--- config.mk ---
export PLATFORM = sky130hd
export DESIGN_NAME = ct_ibiu_l2csr_req_ctrl
export DESIGN_NICKNAME = d
export VERILOG_FILES = /design/src/rtl/ct_ibiu_l2csr_req_ctrl.sv
export SDC_FILE = /design/constraint.sdc
export NUM_CORES = 1
export LEC_CHECK = 0
export CORE_AREA = 2 2 165 167
export CTS_BUF_LIST = sky130_fd_sc_hd__clkbuf_4 sky130_fd_sc_hd__clkbuf_8 sky130_fd_sc_hd__clkbuf_16
export DETAILED_ROUTE_END_ITERATION = 8
export DIE_AREA = 0 0 167 169
export HOLD_SLACK_MARGIN = 0.06
export PLACE_DENSITY = 0.7
export SYNTH_ARGS = -nofsm -noshare
export SYNTH_HDL_FRONTEND = slang
export SYNTH_SLANG_ARGS = --single-unit
--- constraint.sdc ---
create_clock -name forever_cpuclk -period 1.5 [get_ports forever_cpuclk]
set_clock_uncertainty 0.15 [all_clocks]
set_input_delay 0.375 -clock forever_cpuclk [delete_from_list [all_inputs] [get_ports forever_cpuclk]]
set_output_delay 0.375 -clock forever_cpuclk [all_outputs]
set_load 0.01 [all_outputs]
--- src/rtl/ct_ibiu_l2csr_req_ctrl.sv ---
// L2 CSR / L2 RAM debug-access request controller: CP0 request -> CIU CSR strobe, completion -> CP0.
// Optional hang timeout is built only when L2CSR_TIMEOUT_EN is defined.
module ct_ibiu_l2csr_req_ctrl #(
    parameter int TIMEOUT_CYC = 1023,
    parameter int CNT_W       = 10
) (
    input  logic         forever_cpuclk,
    input  logic         cpurst_b,
    input  logic         cp0_biu_l2csr_vld,
    input  logic [15:0]  cp0_biu_l2csr_op,
    input  logic [63:0]  cp0_biu_l2csr_wdata,
    input  logic         cp0_biu_l2csr_kill,
    output logic         biu_cp0_l2csr_rdy,
    output logic         biu_cp0_l2csr_done,
    output logic         biu_cp0_l2csr_err,
    output logic [127:0] biu_cp0_l2csr_rdata,
    output logic         biu_l2csr_busy,
    output logic         ibiu_ciu_csr_sel,
    output logic [79:0]  ibiu_ciu_csr_wdata,
    input  logic         ciu_ibiu_csr_cmplt,
    input  logic [127:0] ciu_ibiu_csr_rdata
);

    typedef enum logic [1:0] {
        ST_IDLE  = 2'd0,
        ST_WAIT  = 2'd1,
        ST_DRAIN = 2'd2
    } state_t;

    state_t       state;
    state_t       state_nxt;
    logic         accept;
    logic         timeout_hit;
    logic         done_nxt;
    logic         err_nxt;
    logic         rdata_upd;
    logic [127:0] rdata_nxt;

    assign biu_cp0_l2csr_rdy = (state == ST_IDLE) & ~cp0_biu_l2csr_kill;
    assign accept            = cp0_biu_l2csr_vld & biu_cp0_l2csr_rdy;
    assign biu_l2csr_busy    = (state != ST_IDLE);

`ifdef L2CSR_TIMEOUT_EN
    localparam logic [CNT_W-1:0] CNT_LAST = CNT_W'(TIMEOUT_CYC - 1);
    logic [CNT_W-1:0] wait_cnt;

    assign timeout_hit = (wait_cnt == CNT_LAST);

    always_ff @(posedge forever_cpuclk or negedge cpurst_b) begin
        if (!cpurst_b) begin
            wait_cnt <= '0;
        end else if (accept) begin
            wait_cnt <= '0;
        end else if ((state == ST_WAIT) && !cp0_biu_l2csr_kill
                     && !ciu_ibiu_csr_cmplt && !timeout_hit) begin
            wait_cnt <= wait_cnt + CNT_W'(1);
        end
    end
`else
    assign timeout_hit = 1'b0;
`endif

    always_comb begin
        state_nxt = state;
        done_nxt  = 1'b0;
        err_nxt   = 1'b0;
        rdata_upd = 1'b0;
        rdata_nxt = '0;
        case (state)
            ST_IDLE: begin
                if (accept)
                    state_nxt = ST_WAIT;
            end
            ST_WAIT: begin
                // Kill wins over a same-cycle completion, which is then simply consumed.
                if (cp0_biu_l2csr_kill) begin
                    state_nxt = ciu_ibiu_csr_cmplt ? ST_IDLE : ST_DRAIN;
                end else if (ciu_ibiu_csr_cmplt) begin
                    state_nxt = ST_IDLE;
                    done_nxt  = 1'b1;
                    rdata_upd = 1'b1;
                    // Register reads return only the low doubleword; DCA reads use all 128 bits.
                    rdata_nxt = ibiu_ciu_csr_wdata[79] ? ciu_ibiu_csr_rdata
                                                       : {64'h0, ciu_ibiu_csr_rdata[63:0]};
                end else if (timeout_hit) begin
                    state_nxt = ST_DRAIN;
                    done_nxt  = 1'b1;
                    err_nxt   = 1'b1;
                    rdata_upd = 1'b1;
                end
            end
            ST_DRAIN: begin
                if (ciu_ibiu_csr_cmplt)
                    state_nxt = ST_IDLE;
            end
            default: state_nxt = ST_IDLE;
        endcase
    end

    always_ff @(posedge forever_cpuclk or negedge cpurst_b) begin
        if (!cpurst_b) begin
            state               <= ST_IDLE;
            ibiu_ciu_csr_sel    <= 1'b0;
            ibiu_ciu_csr_wdata  <= '0;
            biu_cp0_l2csr_done  <= 1'b0;
            biu_cp0_l2csr_err   <= 1'b0;
            biu_cp0_l2csr_rdata <= '0;
        end else begin
            state              <= state_nxt;
            ibiu_ciu_csr_sel   <= accept;
            biu_cp0_l2csr_done <= done_nxt;
            biu_cp0_l2csr_err  <= err_nxt;
            if (accept)
                ibiu_ciu_csr_wdata <= {cp0_biu_l2csr_op, cp0_biu_l2csr_wdata};
            if (rdata_upd)
                biu_cp0_l2csr_rdata <= rdata_nxt;
        end
    end

endmodule

==> results.yml, run 1 <==
synthesis:
  syn_nets: 803
  netlist_area_um2: 8620
  synth_top_area_share: 0.615
  synth_mux_area_frac: 0.282
  async_reset_ff_frac: 1.00
  ys.flop_type: "dfrtp_1"
  synth-simple-area-share: 0.0360
  synth_cell_types: 22
  synth_top_family_by_area: "multiplexers"
  synth_area_leaders: "dfrtp_1 62%, mux2_2 13%, mux2_4 7.8%"
  synth-seq-cells: 212
  yosys.area.top_type: "dfrtp_1"
  synthAdderAreaFrac: 0
  synthXorXnorAreaFrac: 0
  syn_avg_cell_area_um2: 14.6
  synth_compound_area_frac: 0.00145
  ys_warn_count: 0
  ys_seq_area_frac: 0.615
  synth_edf_count: 0
  synthCells: 590
worst_setup_path:
  crit_type: "reg2reg"
  critPathLaunchType: "flop"
  crit_fanout: 10
  r2r_cells: 6
  end_kind: "flop"
  worst-endpoint-arrival_ns: 2.19
  required_ns: 1.75
timing:
  final.min_clock_period_ns: 1.94
  min_period_over_period: 1.29
  setup_ws_ns: -0.438
  final_hold_viol_count: 0
  fmax_mhz: 516
  slew_viol_final: 0
  final-setup-viol-count: 421
  rsz0062_at_grt: "yes"
  setup_tns_ns: -77.54
pwr:
  p_switching_w: 0.00682
  power.density_nw_per_um2: 1520
  clkPwrFrac: 0.285
  p_sw_frac: 0.282
  power_leakage_nw: 7.57
  comb_power_share: 0.362
  intPower_w: 0.0173
  p_seq_frac: 0.353
  worst_ir_drop_vdd_mv: 1.08
  p_total_w: 0.0241
grt:
  grt_max_degree: 66
  grt_usage: 0.185
  antenna_found_initial: 0
  grt-ovfl-total: 0
  grt_pass1_wl_mm: 41.4
  grt_pass1_vias: 7118
placement:
  place_congestion: 0.757
  placedCellCount: 1371
  port_buffers: 424
  dp_slack_ns: -0.809
  dp_hpwl_mm: 18.8
  dpl_cell_area_um2: 13500
routing:
  drc: 0
  postRouteAntennaNets: 0
  wl_per_cell_um: 18.8
  vias: 6886
  via_per_inst: 4.42
  first_iter_violations: 287
  drt-total-wl_mm: 29.3
  drtPass1Iterations: 6
layout:
  drive_gt1_frac: 0.492
  final_nets: 1411
  syn2layout_area_growth_pct: 84.5
  diodes: 0
  finalNonFillerCells: 1557
  layout_commonest_cell: "clkdlybuf4s50_1"
  stdcell_area_um2: 15900
  mostFrequentLayoutCells: "211 x clkdlybuf4s50_1, 209 x dfrtp_1, 127 x mux2_4"
floorplanning:
  rows: 60
  die_x_um: 167
  die_h_um: 169
  start_util: 0.325
  core_um2: 26500
  io_pins: 426
  die_area_um2: 28200
run_status:
  status: "finished with violations"
  violations: "negative setup slack"
cts:
  cts_root_buffer: "clkbuf_16"
  cts.sinks: 212
  cts_buffers: 24
  h-tree-depth: 1
  insertion_delay_ns: 0.52
  cts_tree: "built"
  clockBufferDepth: 3
  clkTransAtPathRegs_ns: 0.06
worst_hold_path:
  hp-class: "in2async"
job:
  drv_cap: 0
kinds of logic after synthesis:
logic type | Yosys count
other | 1
and+or+nand+nor | 72
muxes | 208
DFF | 212
AOI/OAI and AO/OA | 2
buffers and inverters | 95
registers in the layout, summed over array words and instances, names as in the netlist:
| name | count |
|---|---|
| biu_cp0_l2csr_done | 1 |
| state | 2 |
| biu_cp0_l2csr_rdata | 128 |
| ibiu_ciu_csr_sel | 1 |
| ibiu_ciu_csr_wdata | 80 |
cells in the mapped netlist, drive strengths merged, types with 2 or more instances:
master	count
mux2	144
nand2b	2
mux2i	64
inv	64
buf	24
nand2	64
dfrtp	212
clkbuf	7
worst paths after layout:
check / startpoint / endpoint / slack [ns]
setup reg to reg: state[0]$_DFFE_PN0P_ / ibiu_ciu_csr_wdata[22]$_DFFE_PN0P_ / -0.44
setup / recovery: state[0]$_DFFE_PN0P_ / ibiu_ciu_csr_wdata[22]$_DFFE_PN0P_ / -0.44
hold / removal: cpurst_b / ibiu_ciu_csr_wdata[46]$_DFFE_PN0P_ / 0.22
max in group asynchronous: cpurst_b / biu_cp0_l2csr_rdata[82]$_DFFE_PN0P_ / 0.45
min in group forever_cpuclk: ciu_ibiu_csr_rdata[100] / biu_cp0_l2csr_rdata[100]$_DFFE_PN0P_ / 0.26
hold reg to reg: ibiu_ciu_csr_wdata[22]$_DFFE_PN0P_ / ibiu_ciu_csr_wdata[22]$_DFFE_PN0P_ / 0.35
power by group through the flow:
stage | clock [W] | sequential (W) | combinational [W]
4_1_cts | 0.00705 | 0.00842 | 0.00746
2_1_floorplan | 0 | 0.00914 | 0.00203
6_report | 0.00689 | 0.00851 | 0.00874
3_3_place_gp | 0 | 0.00837 | 0.00756
5_1_grt | 0.00731 | 0.00869 | 0.00929
3_5_place_dp | 0 | 0.00842 | 0.00768
final cells by class:
type / count / area [µm²]
repair buffers: 613 / 5890
inverters: 64 / 240
fillers: 2066 / 10600
clock buffers: 32 / 698
multi-input cells: 283 / 3090
clock inverters: 12 / 251
flip-flops and latches: 212 / 5310
well taps: 341 / 427
stage by stage:
| stage | hold WS (ns) | util |
|---|---|---|
| CTS | 0.200 | 0.557 |
| global placement | 0.192 | 0.510 |
| global route | 0.231 | 0.600 |
| floorplan | -0.0706 | - |
| detailed placement | 0.191 | 0.510 |
| finish | 0.217 | 0.600 |
worst max-delay path, cell delays in order, from the launching register on:
cell       delay, ns
dfrtp_2         0.44
buf_6           0.14
nor4b_4         0.26
buf_6           0.17
clkbuf_16       0.17
buf_12          0.15
mux2_2          0.33
per-layer routing:
layer | up-vias | part of all wire | GRT usage
met5 | - | 0 | 0
met4 | 0 | 0.025 | 0.0577
met3 | 45 | 0.077 | 0.0505
met2 | 303 | 0.49 | 0.315
met1 | 3390 | 0.41 | 0.231
li1 | 3148 | - | -
what timing repair did:
item | 4_1_cts | 5_1_grt
endpoints found under the setup margin | 420 | 421
hold buffers | 1 | 0
hold endpoints to repair | 212 | 0
buffers inserted | 54 | 79
resized for setup | 1004 | 125
pin swaps | 1 | 2
cloned | 7 | 7
Note: power is estimated with default switching activity, not from simulation.
==> run 2, diff against run 1 <==
--- a/config.mk
+++ b/config.mk
@@ -5,12 +5,15 @@
 export SDC_FILE = /design/constraint.sdc
 export NUM_CORES = 1
 export LEC_CHECK = 0
-export CORE_AREA = 2 2 165 167
+export CELL_PAD_IN_SITES_DETAIL_PLACEMENT = 0
+export CELL_PAD_IN_SITES_GLOBAL_PLACEMENT = 1
+export CORE_AREA = 2 2 164 166
 export CTS_BUF_LIST = sky130_fd_sc_hd__clkbuf_4 sky130_fd_sc_hd__clkbuf_8 sky130_fd_sc_hd__clkbuf_16
 export DETAILED_ROUTE_END_ITERATION = 8
-export DIE_AREA = 0 0 167 169
+export DIE_AREA = 0 0 166 168
+export DONT_BUFFER_PORTS = 1
 export HOLD_SLACK_MARGIN = 0.06
-export PLACE_DENSITY = 0.7
+export PLACE_DENSITY_LB_ADDON = 0.1
 export SYNTH_ARGS = -nofsm -noshare
 export SYNTH_HDL_FRONTEND = slang
 export SYNTH_SLANG_ARGS = --single-unit
==> run 2 against run 1 <==
Area after synthesis did not move. The flow now stops in 4_1_cts. Synthesized cell count unchanged.
==> results.yml, run 2 <==
synthesis:
  async_reset_ff_frac: 1.00
  synth_common_cells: "212 x dfrtp_1, 99 x mux2_2, 64 x inv_1, 64 x mux2i_1, 64 x nand2_1"
  synth_top_area_share: 0.615
  synth_cell_types: 22
  synth_edf_count: 0
  synth_area_leaders: "dfrtp_1 62%, mux2_2 13%, mux2_4 7.8%"
  synthCells: 590
  ys.flop_type: "dfrtp_1"
  ys_seq_area_frac: 0.615
  syn_avg_cell_area_um2: 14.6
  synth-seq-cells: 212
  syn_nets: 803
  ys_warn_count: 0
  netlist_area_um2: 8620
  synthMostInstantiatedCell: "dfrtp_1"
  yosys.area.top_type: "dfrtp_1"
run_status:
  failed_stage: "4_1_cts"
  status: "stopped before the end"
  error: "[ERROR RSZ-0060] Max buffer count reached."
cts:
  h-tree-depth: 1
  cts_root_buffer: "clkbuf_16"
  post-cts-setup-buffer-count: 24
  ctsResizeCount: 89
  hold_buffers: 202
  clockBufferDepth: 3
  cts_buffers: 24
  cts.sinks: 212
floorplanning:
  start_util: 0.327
  io_pins: 426
  die_x_um: 166
  rows: 60
  die_h_um: 168
placement:
  place_congestion: 0.768
  port_buffers: 0
  dp_hpwl_mm: 15.7
  placedCellCount: 932
run 2: cell counts after synthesis:
No cell type changed its count.
run 2: kinds of logic after synthesis:
| group | after synthesis | synth area share |
|---|---|---|
| compound gates | 2 | 0.00145 |
| buf+inv | 95 | 0.0651 |
| flops | 212 | 0.615 |
| mux | 208 | 0.282 |
| other cells | 1 | 0.000435 |
| simple gates | 72 | 0.0360 |
run 2: through the flow:
stage               setup slack [ns]  instance area, µm²
detailed placement            -0.268                9120
floorplan                     -0.121                8640
global placement              -0.222                9120
==> run 3, diff against run 2 <==
==> config.mk (replaced) <==
export PLATFORM = sky130hd
export DESIGN_NAME = ct_ibiu_l2csr_req_ctrl
export DESIGN_NICKNAME = d
export VERILOG_FILES = /design/src/rtl/ct_ibiu_l2csr_req_ctrl.sv
export SDC_FILE = /design/constraint.sdc
export NUM_CORES = 1
export LEC_CHECK = 0
export CORE_UTILIZATION = 25
export DETAILED_ROUTE_END_ITERATION = 8
export DONT_BUFFER_PORTS = 1
export PLACE_DENSITY_LB_ADDON = 0.15
export SYNTH_ARGS = -nofsm -noshare
export SYNTH_HDL_FRONTEND = slang
export SYNTH_SLANG_ARGS = --single-unit
==> constraint.sdc (replaced) <==
create_clock -name forever_cpuclk -period 2 [get_ports forever_cpuclk]
set_clock_uncertainty 0.15 [all_clocks]
set_input_delay 0.5 -clock forever_cpuclk [delete_from_list [all_inputs] [get_ports forever_cpuclk]]
set_output_delay 0.5 -clock forever_cpuclk [all_outputs]
set_load 0.01 [all_outputs]
==> run 3 against run 2 <==
The flow now finishes, with violations (negative hold slack).
==> results.yml, run 3 (synthesis results as in run 1) <==
cts:
  cts_buffers: 26
  insertion_delay_ns: 0.53
  cts_root_buffer: "clkbuf_16"
  cts.sinks: 212
  h-tree-depth: 1
  clockBufferDepth: 3
  hold_buffers: 212
  cts_tree: "built"
  clkTransAtPathRegs_ns: 0.06
worst_hold_path:
  hp-class: "in2async"
layout:
  layout_commonest_cell: "dlygate4sd3_1"
  syn2layout_area_growth_pct: 41.0
  largest_reg_flops: 128
  final_nets: 1032
  diodes: 0
  drive_gt1_frac: 0.257
  regMostFlops: "biu_cp0_l2csr_rdata"
  mostFrequentLayoutCells: "212 x dlygate4sd3_1, 209 x dfrtp_1, 99 x mux2_2"
  biggestRegsByFlops: "biu_cp0_l2csr_rdata (128), ibiu_ciu_csr_wdata (80), state (2)"
  n_fill_cell: 3290
routing:
  drc: 0
  postRouteAntennaNets: 0
  vias: 5366
  via_per_inst: 4.17
  drt-total-wl_mm: 22.5
  wl_per_cell_um: 17.5
  first_iter_violations: 183
  drtPass1Iterations: 6
grt:
  grt_pass1_vias: 6135
  grt_usage: 0.125
  grt_max_degree: 213
  grt_pass1_wl_mm: 34.9
  antenna_found_initial: 0
  grt-ovfl-total: 0
worst_setup_path:
  end_kind: "flop"
  worst-endpoint-arrival_ns: 2.18
  required_ns: 2.27
  critPathLaunchType: "flop"
  crit_fanout: 29
  crit_type: "reg2reg"
placement:
  port_buffers: 0
  dp_slack_ns: 0.121
  place_congestion: 0.754
  dp_hpwl_mm: 15.3
pwr:
  worst_ir_drop_vdd_mv: 0.575
  power.density_nw_per_um2: 1160
  p_total_w: 0.0141
  power_leakage_nw: 5.25
floorplanning:
  core_um2: 33700
  die_h_um: 188
  rows: 67
  die_area_um2: 35200
  io_pins: 426
  die_x_um: 188
  start_util: 0.256
timing:
  setup_ws_ns: 0.0916
  final_hold_viol_count: 212
  min_period_over_period: 0.954
  timing.hold.ws_ns: -0.489
  fmax_mhz: 524
  final.min_clock_period_ns: 1.91
  final-setup-viol-count: 0
  rsz0062_at_grt: "no"
  slew_viol_final: 0
  setup_tns_ns: 0
run_status:
  status: "finished with violations"
  violations: "negative hold slack"
job:
  drv_cap: 0
## run 3: path summary, 6_finish.rpt
| path | from | to | slack, ns | cells past startpoint |
|---|---|---|---|---|
| max | state[0]$_DFFE_PN0P_ | ibiu_ciu_csr_wdata[24]$_DFFE_PN0P_ | 0.09 | 5 |
| min | cpurst_b | ibiu_ciu_csr_wdata[36]$_DFFE_PN0P_ | -0.49 | 0 |
| max reg2reg | state[0]$_DFFE_PN0P_ | ibiu_ciu_csr_wdata[24]$_DFFE_PN0P_ | 0.09 | 5 |
| min reg2reg | biu_cp0_l2csr_rdata[109]$_DFFE_PN0P_ | biu_cp0_l2csr_rdata[109]$_DFFE_PN0P_ | 0.43 | 2 |
| max in group asynchronous | cpurst_b | biu_cp0_l2csr_rdata[64]$_DFFE_PN0P_ | 1.89 | 0 |
| min in group forever_cpuclk | cp0_biu_l2csr_kill | ibiu_ciu_csr_sel$_DFF_PN0_ | 0.21 | 3 |
## run 3: cell type report
class | instances | area, µm² | area share
Sequential cell | 212 | 5310 | 0.437
Tap cell | 448 | 561 | 0.0461
Multi-Input combinational cell | 283 | 2770 | 0.228
Timing Repair Buffer | 232 | 2380 | 0.196
Clock buffer | 33 | 717 | 0.0590
Clock inverter | 15 | 173 | 0.0142
Inverter | 64 | 240 | 0.0198
## run 3: where the power goes
part | total [W] | switching, W | internal [W]
logic | 0.00208 | 0.000718 | 0.00136
clock network | 0.00478 | 0.00185 | 0.00293
registers | 0.00728 | 0.00172 | 0.00556
## run 3: per-layer routing
metal	vias up	global-route usage	wire length, µm	share of wire
li1	2397	-	-	-
met1	2687	0.135	8180	0.36
met2	246	0.229	11900	0.53
met3	36	0.0380	1880	0.084
met4	0	0.0450	597	0.027
met5	-	0	0	0
## run 3: worst max-delay path: stages, from the launching register on
cell and delay (ns):
dfrtp_2 0.42, buf_4 0.16, nor4b_4 0.31, buf_12 0.18, buf_12 0.19, mux2_2 0.36
## run 3: repair_timing
action	4_1_cts	5_1_grt
hold endpoints to repair	422	212
resized for setup	5	0
setup buffers	1	0
endpoints found under the setup margin	3	0
## run 3: metrics by stage
stage / cell area [µm²] / instances / utilization
4_1_cts: 12200 / 1287 / 0.361
3_5_place_dp: 9130 / 1026 / 0.271
3_3_place_gp: 9130 / 1026 / 0.271
6_report: 12200 / 1287 / 0.361
5_1_grt: 12200 / 1287 / 0.361
2_1_floorplan: 8620 / 590 / -
==> run 4, diff against run 3 <==
--- a/config.mk
+++ b/config.mk
@@ -5,8 +5,10 @@
 export SDC_FILE = /design/constraint.sdc
 export NUM_CORES = 1
 export LEC_CHECK = 0
-export CORE_UTILIZATION = 25
+export ABC_AREA = 1
+export CORE_AREA = 2 2 168 170
 export DETAILED_ROUTE_END_ITERATION = 8
+export DIE_AREA = 0 0 170 172
 export DONT_BUFFER_PORTS = 1
 export PLACE_DENSITY_LB_ADDON = 0.15
 export SYNTH_ARGS = -nofsm -noshare
==> run 4 against run 3 <==
The run still ends with negative hold slack left. Cell count increased by 14%. Worst setup slack lost 0.069 ns. Global-route usage grew 6.1 points. Maximum frequency is 3.5% lower. Critical endpoint is now biu_cp0_l2csr_rdy. Largest power group unchanged.
==> results.yml, run 4 <==
routing:
  postRouteAntennaNets: 0
  vias: 7360
  via_per_inst: 5.00
  first_iter_violations: 500
  drt-total-wl_mm: 28.9
  wl_per_cell_um: 19.6
  drtPass1Iterations: 4
  drc: 0
cts:
  clkTransAtPathRegs_ns: 0.06
  cts_buffers: 25
  cts.sinks: 212
  insertion_delay_ns: 0.52
  cts_root_buffer: "clkbuf_16"
  clockBufferDepth: 3
  cts_tree: "built"
  h-tree-depth: 1
grt:
  grt_usage: 0.186
  antenna_found_initial: 1
  grt-ovfl-total: 0
  grt_max_degree: 213
  grt_pass1_wl_mm: 43.0
  grt_pass1_vias: 7450
floorplanning:
  die_h_um: 172
  die_x_um: 170
  start_util: 0.324
  rows: 61
  io_pins: 426
  core_um2: 27500
  die_area_um2: 29200
synthesis:
  ys_warn_count: 0
  ys_seq_area_frac: 0.595
  syn_nets: 1216
  synth_common_cells: "483 x nand2_1, 212 x dfrtp_1, 80 x nand4_1, 65 x nand3_1, 64 x nand3b_1"
  synthMostInstantiatedCell: "nand2_1"
  synth_area_leaders: "dfrtp_1 60%, nand2_1 20%, nand4_1 5.6%"
  synth_top_area_share: 0.595
  yosys.area.top_type: "dfrtp_1"
  syn_avg_cell_area_um2: 8.88
  synth-seq-cells: 212
  netlist_area_um2: 8910
  synth_cell_types: 15
  synthCells: 1003
  synth_edf_count: 0
  ys.flop_type: "dfrtp_1"
  async_reset_ff_frac: 1.00
layout:
  largest_reg_flops: 128
  diodes: 0
  n_fill_cell: 2697
  finalNonFillerCells: 1472
  final_nets: 1321
  regArea_um2: 5310
  stdcell_area_um2: 11600
  biggestRegsByFlops: "biu_cp0_l2csr_rdata (128), ibiu_ciu_csr_wdata (80), state (2)"
  syn2layout_area_growth_pct: 30.1
  multiInputGateArea_um2: 3200
  regMostFlops: "biu_cp0_l2csr_rdata"
  post-route-util: 0.422
  drive_gt1_frac: 0.0639
  layout_commonest_cell: "nand2_1"
  mostFrequentLayoutCells: "482 x nand2_1, 210 x dfrtp_1, 144 x dlygate4sd3_1"
placement:
  port_buffers: 0
  place_congestion: 0.718
  dp_slack_ns: 0.327
  dp_hpwl_mm: 17.9
  dpl_cell_area_um2: 9220
  placedCellCount: 1282
timing:
  setup_ws_ns: 0.0223
  worstMarginPinSlew_ns: 0.509
  slew_headroom: 0.660
  slew_viol_final: 0
  timing.hold.ws_ns: -0.485
  min_period_over_period: 0.989
  fmax_mhz: 506
  rsz0062_at_grt: "yes"
  final.min_clock_period_ns: 1.98
  final-setup-viol-count: 0
  final_hold_viol_count: 212
pwr:
  worst_ir_drop_vdd_mv: 0.748
  power_leakage_nw: 5.84
  power.density_nw_per_um2: 1190
worst_setup_path:
  end_kind: "output port"
  worst-path-stages: 3
  cpMaxStageDelayCell: "dfrtp_2"
  r2r_cells: 5
  critical_path.cell_chain: "nor2_4 > inv_4 > nor2_4"
  crit_type: "reg2out"
  crit_buf_inv: 1
  worst-endpoint-arrival_ns: 1.33
  cpMostUsedCell: "nor2_4"
  crit_fanout: 4
  max_stage_delay_ns: 0.44
  critPathLaunchType: "flop"
  cpLargestDelayFamily: "flip-flops"
  required_ns: 1.35
job:
  drv_cap: 0
worst_hold_path:
  hp-class: "in2async"
run_status:
  status: "finished with violations"
  violations: "negative hold slack"
-- run 4: path summary, 6_finish.rpt --
check	startpoint	to	slack (ns)
max	state[1]$_DFFE_PN0P_	biu_cp0_l2csr_rdy	0.02
min	cpurst_b	ibiu_ciu_csr_wdata[15]$_DFFE_PN0P_	-0.48
max reg2reg	state[1]$_DFFE_PN0P_	ibiu_ciu_csr_wdata[46]$_DFFE_PN0P_	0.10
min reg2reg	ibiu_ciu_csr_wdata[79]$_DFFE_PN0P_	ibiu_ciu_csr_wdata[79]$_DFFE_PN0P_	0.37
max in group asynchronous	cpurst_b	biu_cp0_l2csr_rdata[8]$_DFFE_PN0P_	1.92
min in group forever_cpuclk	ciu_ibiu_csr_rdata[110]	biu_cp0_l2csr_rdata[110]$_DFFE_PN0P_	0.03
-- run 4: what timing repair did --
item / CTS / global route
setup endpoints to repair: 1 / 4
hold buffers: 143 / 2
buffers inserted: 0 / 0
pin swaps: 0 / 0
resized for setup: 5 / 1
hold endpoints to repair: 350 / 214
cloned: 0 / 0
-- run 4: area by class of cell --
type                       instances  area share
sequential                       212       0.458
multi-input combinational        701       0.276
timing repair buffer             162       0.150
clock buffer                      32      0.0614
tap                              346      0.0373
clock inverter                    13      0.0155
inverter                           6     0.00216
-- run 4: report_power, final --
group          internal, W  switching [W]
Combinational     0.000814        0.00107
Clock              0.00303        0.00186
Sequential         0.00542        0.00155
Total              0.00927        0.00448
-- run 4: stage by stage --
step	TNS [ns]	power, W
after floorplan	0	0.00795
after global placement	0	0.00865
after detailed placement	0	0.00869
after CTS	0	0.0139
after global routing	-0.0509	0.0146
final	0	0.0137
-- run 4: per-layer routing --
metal,vias to the layer above,wire [µm],global-route usage,part of all wire
met1,3509,11300,0.224,0.39
met3,39,3060,0.0696,0.11
li1,3468,-,-,-
met4,2,600,0.0513,0.021
met5,-,11,0,0.00038
met2,342,13900,0.314,0.48
-- run 4: logic make-up (layout without fill, tap and decap cells) --
kind of cell / count (synthesis) / after routing / share of synthesized area
buf+inv: 90 / 213 / 0.0489
flops: 212 / 212 / 0.595
other cells: 1 / 1 / 0.000421
simple gates: 700 / 700 / 0.355
